===== src/rtl/blk_6ee39c.sv =====
// SHA-256 working variable "a": loads H1 at block start, takes T1+T2 each round.
// Latency: 1 clock from sampled inputs to data_out; data_out is a pure register output.
// Backpressure: none; every rising edge writes, and the controller holds the value by re-presenting it.
//
// Ports:
//   clk      - rising-edge clock
//   rst_n    - asynchronous active-low reset, forces data_out to RESET_VAL
//   control  - 0: load H1, 1: round update with T1+T2
//   H1       - chaining/initial hash word for register a
//   T1, T2   - round temporaries; their sum wraps mod 2^WIDTH
//   data_out - registered current value of working variable a
module blk_6ee39c #(
  parameter int unsigned      WIDTH     = 32,
  parameter logic [WIDTH-1:0] RESET_VAL = '0
) (
  input  logic             clk,
  input  logic             rst_n,
  input  logic             control,
  input  logic [WIDTH-1:0] H1,
  input  logic [WIDTH-1:0] T1,
  input  logic [WIDTH-1:0] T2,
  output logic [WIDTH-1:0] data_out
);

  logic [WIDTH-1:0] data_d;
  logic [WIDTH-1:0] data_q;
  logic [WIDTH-1:0] round_sum;

  // The carry out of the MSB is dropped by sizing the sum to WIDTH bits.
  assign round_sum = T1 + T2;

  always_comb begin
    data_d = data_q;
    if (control) begin
      data_d = round_sum;
    end else begin
      data_d = H1;
    end
  end

  always_ff @(posedge clk or negedge rst_n) begin
    if (!rst_n) begin
      data_q <= RESET_VAL;
    end else begin
      data_q <= data_d;
    end
  end

  assign data_out = data_q;

endmodule


===== config.mk =====
export PLATFORM = sky130hd
export DESIGN_NAME = blk_6ee39c
export DESIGN_NICKNAME = d
export VERILOG_FILES = /design/src/rtl/blk_6ee39c.sv
export SDC_FILE = /design/constraint.sdc
export NUM_CORES = 1
export LEC_CHECK = 0
export BUFFER_PORTS_ARGS = -buffer_cell sky130_fd_sc_hd__buf_4
export CAP_MARGIN = 40
export CELL_PAD_IN_SITES_DETAIL_PLACEMENT = 1
export CELL_PAD_IN_SITES_GLOBAL_PLACEMENT = 1
export CORE_MARGIN = 3
export CORE_UTILIZATION = 37
export CTS_CLUSTER_SIZE = 12
export DETAILED_ROUTE_END_ITERATION = 7
export PLACE_DENSITY_LB_ADDON = 0.05
export SLEW_MARGIN = 40
export SYNTH_ARGS = -nofsm -noshare
export SYNTH_HDL_FRONTEND = slang
export SYNTH_SLANG_ARGS = --single-unit

===== constraint.sdc =====
create_clock -name clk -period 0.8 [get_ports clk]
set_input_delay 0.12 -clock clk [delete_from_list [all_inputs] [get_ports clk]]
set_output_delay 0.12 -clock clk [all_outputs]
set_load 0.01 [all_outputs]

==> out/qor.yml, run 1 <==
status:
  status: "did not finish"
  stop_stage: "global routing"
  error: "[ERROR DPL-0033] detailed placement checks failed during check placement."
cts:
  root_buffer: "clkbuf_8"
  cts.path.max_buffers: 2
  clock_sinks: 32
  cts.htree.levels: 2
  numCtsBuffers: 5
synth:
  syn_inst: 324
  ys.warnings.count: 0
  synth.avg_cell_area_um2: 8.99
  ys_top_cells_by_area: "dfrtp_1 (28%), ha_1 (13%), mux2_2 (7.7%)"
  synth_edf_count: 0
  synth_nets: 455
  yosysMostFrequentCell: "a21oi_1"
  post_synth_num_cell_types: 54
  async_flop_share: 1.00
  synth_flop_cell: "dfrtp_1"
  synth_seq_cells: 32
  synth_top_area_frac: 0.275
  ys_top_cells_by_count: "a21oi_1 (35), dfrtp_1 (32), ha_1 (31), nand2_1 (26), mux2_2 (20)"
  synth_seq_area_share: 0.275
  synth_top_area_cell: "dfrtp_1"
  netlist_area_mm2: 0.00291
floorplan:
  io_pins: 131
  fp.dieW_um: 94.7
  die_y_um: 94.7
  placementRows: 31
  initial_core_util: 0.391
place:
  port_buffers: 130
  place_hpwl_mm: 10.1
  placed_cells: 637
  place_congestion: 0.887
grt:
  grt_antenna_before_repair: 1
  grt_max_degree: 33
sta:
  postGrtWorstEndpoint: "data_out[20]$_DFF_PN0_/D"
  worst-ep-kind: "register data pin"
## what timing repair did
| action | 4_1_cts |
|---|---|
| resized for setup | 88 |
| pin swaps | 30 |
| hold endpoints to repair | 32 |
| buffers inserted | 10 |
| hold buffers | 1 |
| setup endpoints to repair | 63 |
## metrics by stage
| stage | worst slack [ps] | hold WS [ps] | cell area (µm²) |
|---|---|---|---|
| 4_1_cts | -1390 | 44.1 | 5350 |
| 3_5_place_dp | -1760 | 84.9 | 4750 |
| 3_3_place_gp | -1690 | 80.7 | 4750 |
| 2_1_floorplan | -1550 | -176 | 2970 |
## logic make-up after synthesis
kind of cell | synth area share
buffers and inverters | 0.0219
muxes | 0.0842
AOI/OAI and AO/OA | 0.250
adders and majority gates | 0.140
DFF | 0.275
xor gates and xnor gates | 0.0722
and+or+nand+nor | 0.156
==> inputs of run 2 (changes only) <==
==> config.mk (replaced) <==
export PLATFORM = sky130hd
export DESIGN_NAME = blk_6ee39c
export DESIGN_NICKNAME = d
export VERILOG_FILES = /design/src/rtl/blk_6ee39c.sv
export SDC_FILE = /design/constraint.sdc
export NUM_CORES = 1
export LEC_CHECK = 0
export BUFFER_PORTS_ARGS = -buffer_cell sky130_fd_sc_hd__buf_4
export CAP_MARGIN = 40
export CORE_MARGIN = 3
export CORE_UTILIZATION = 40
export DETAILED_ROUTE_END_ITERATION = 7
export PLACE_DENSITY_LB_ADDON = 0.15
export SLEW_MARGIN = 40
export SYNTH_ARGS = -nofsm -noshare
export SYNTH_HDL_FRONTEND = slang
export SYNTH_SLANG_ARGS = --single-unit
==> out/qor.yml, run 2 <==
status:
  status: "finished, violations left"
  violations: "setup timing"
drt:
  viasPerCell: 5.54
  via_count: 3633
  drt_iter0_drc: 173
  wirelength_mm: 12.5
  avgRoutedWirePerCell_um: 19.1
  ant_nets: 0
  drc_errors: 0
  first_pass_iters: 4
power:
  power.total_mw: 7.67
  power.leakage_nw: 2.65
  irDropWorstVdd_v: 0.000738
  powerDensity_mw_per_mm2: 1370
critical_path:
  cp_cell_sequence: "buf_6, ha_4, fa_2, a21o_1, a221oi_4, o211a_4, nor3_4, or3_4, xor2_2, mux2_4"
  crit_cells: 10
  crit_buf_inv: 1
  cp_slowest_cell: "or3_4"
  startpoint_type: "input pin"
  crit_type: "in2reg"
  crit_path_start: "T2[0]"
  worstPathRequired_ps: 980
  max_stage_delay_ps: 400
  arrival_ps: 2290
  worst-path-max-fanout: 3
  path_delay_family: "compound AO/OA/AOI/OAI gates"
  endpoint_kind: "flip-flop"
  cp-endpoint: "data_out[20]"
synth:
  ys.warnings.count: 0  # unchanged
  synth_top_area_cell: "dfrtp_1"
  async_flop_share: 1.00  # unchanged
  synth_edf_count: 0  # unchanged
  synth.avg_cell_area_um2: 8.99  # unchanged
  synth_seq_area_share: 0.275  # unchanged
  synth_seq_cells: 32  # unchanged
  synth_nets: 455  # unchanged
  synth_top_area_frac: 0.275  # unchanged
  ys_top_cells_by_count: "a21oi_1 (35), dfrtp_1 (32), ha_1 (31), nand2_1 (26), mux2_2 (20)"
  ys_top_cells_by_area: "dfrtp_1 (28%), ha_1 (13%), mux2_2 (7.7%)"
  post_synth_num_cell_types: 54  # unchanged
  synth_flop_cell: "dfrtp_1"
  netlist_area_mm2: 0.00291  # unchanged
  syn_inst: 324  # unchanged
  yosysMostFrequentCell: "a21oi_1"
sta:
  holdWs_ps: 31.9
  worstMarginPinSlew_ps: 559
  setup_violations: 63
  setup_tns_ps: -32900
  clock.fmax_mhz: 473
  hold_violations: 0
  fin_crit_ps: 2120
  rsz0062_at_grt: "yes"
  period_share: 2.64
  fin_ws_ps: -1320
  slew_headroom: 0.625
  maxSlewViolCount: 0
floorplan:
  initial_core_util: 0.422  # +0.0306
  placementRows: 30  # -3.2%
  core_area_mm2: 0.00691
  die_area_mm2: 0.00834
  fp.dieW_um: 91.3  # -3.6%
  io_pins: 131  # unchanged
  die_y_um: 91.3  # -3.6%
cts:
  root_buffer: "clkbuf_8"
  numCtsBuffers: 5  # unchanged
  path_clk_slew_ps: 70
  cts.path.max_buffers: 2  # unchanged
  cts.htree.levels: 2  # unchanged
  cts_tree: "yes"
  clock_sinks: 32  # unchanged
grt:
  grt_use_total: 0.271
  grt_pass1_vias: 3680
  grt_antenna_before_repair: 0
  grt_overflow: 0
  grt_pass1_wl_mm: 18.3
  grt_max_degree: 33
place:
  place_congestion: 0.887  # about the same
  port_buffers: 130  # unchanged
  place_hpwl_mm: 8.33  # -17%
final_layout:
  fin_nets: 690
  largest_reg_flops: 32
  final_cell_mix: "buf_4 (182), buf_6 (54), dfrtp_1 (32)"
  n_antenna_cell: 0
  final_common_cell: "buf_4"
  area_delta_synth_final_pct: 91.7
  layout-drive-gt1-share: 0.588
flow_run:
  maxCapViolCount: 0
hold_path:
  hold_path.class: "in2reg"
run 2: cell counts after synthesis:
Identical to the previous run, type by type.
run 2: through the flow:
| stage | area, µm² | util | cells | setup slack, ps |
|---|---|---|---|---|
| floorplan | 2970 | - | 324 | -1550 |
| global placement | 4740 | 0.686 | 631 | -1740 |
| detailed placement | 4740 | 0.686 | 631 | -1780 |
| CTS | 5300 | 0.767 | 648 | -1310 |
| global route | 5580 | 0.808 | 656 | -1370 |
| finish | 5580 | 0.808 | 656 | -1320 |
run 2: worst min path at each step:
| stage | start | endpoint | slack (ps) | cells after the start |
|---|---|---|---|---|
| 2_1_floorplan | rst_n | data_out[0] | -180 | 0 |
| 3_3_place_gp | rst_n | data_out[17] | 90 | 1 |
| 3_5_place_dp | rst_n | data_out[17] | 90 | 1 |
| 4_1_cts | H1[27] | data_out[27] | 40 | 3 |
| 5_1_grt | H1[27] | data_out[27] | 40 | 3 |
| 6_report | H1[27] | data_out[27] | 30 | 3 |
run 2: power by group:
part           total [mW]  switching, mW  internal, mW  leakage, nW
Sequential           1.99          0.130          1.86        0.374
Clock                1.34          0.643         0.702       0.0455
Combinational        4.34           1.88          2.45         2.23
run 2: kinds of logic (layout without fill, tap and decap cells):
logic type / count (synthesis) / in the layout / share of synthesized area
compound gates: 109 / 109 / 0.250
xor+xnor: 24 / 24 / 0.0722
fa+ha+maj: 32 / 32 / 0.140
buf+inv: 17 / 253 / 0.0219
flops: 32 / 32 / 0.275
mux: 22 / 22 / 0.0842
simple gates: 88 / 88 / 0.156
run 2: layout make-up:
type,count,area [µm²]
multi-input combinational,275,2510
timing repair buffer,240,2040
sequential,32,801
clock buffer,8,90.1
tap,96,120
inverter,5,18.8
fill,453,1330
run 2: timing repair:
item	in CTS	in global routing
setup endpoints to repair	63	63
resized for setup	88	47
pin swaps	26	31
endpoints found under the hold margin	32	0
hold buffers	1	0
buffers inserted	9	11
run 2: layer usage:
| metal | part of all wire | wire (µm) | GRT usage | up-vias |
|---|---|---|---|---|
| li1 | - | - | - | 1686 |
| met1 | 0.41 | 5160 | 0.333 | 1754 |
| met2 | 0.51 | 6400 | 0.489 | 169 |
| met3 | 0.054 | 674 | 0.0414 | 24 |
| met4 | 0.025 | 310 | 0.0729 | 0 |
| met5 | 0 | 0 | 0 | - |
No activity file was read; power rests on OpenSTA's default activity.
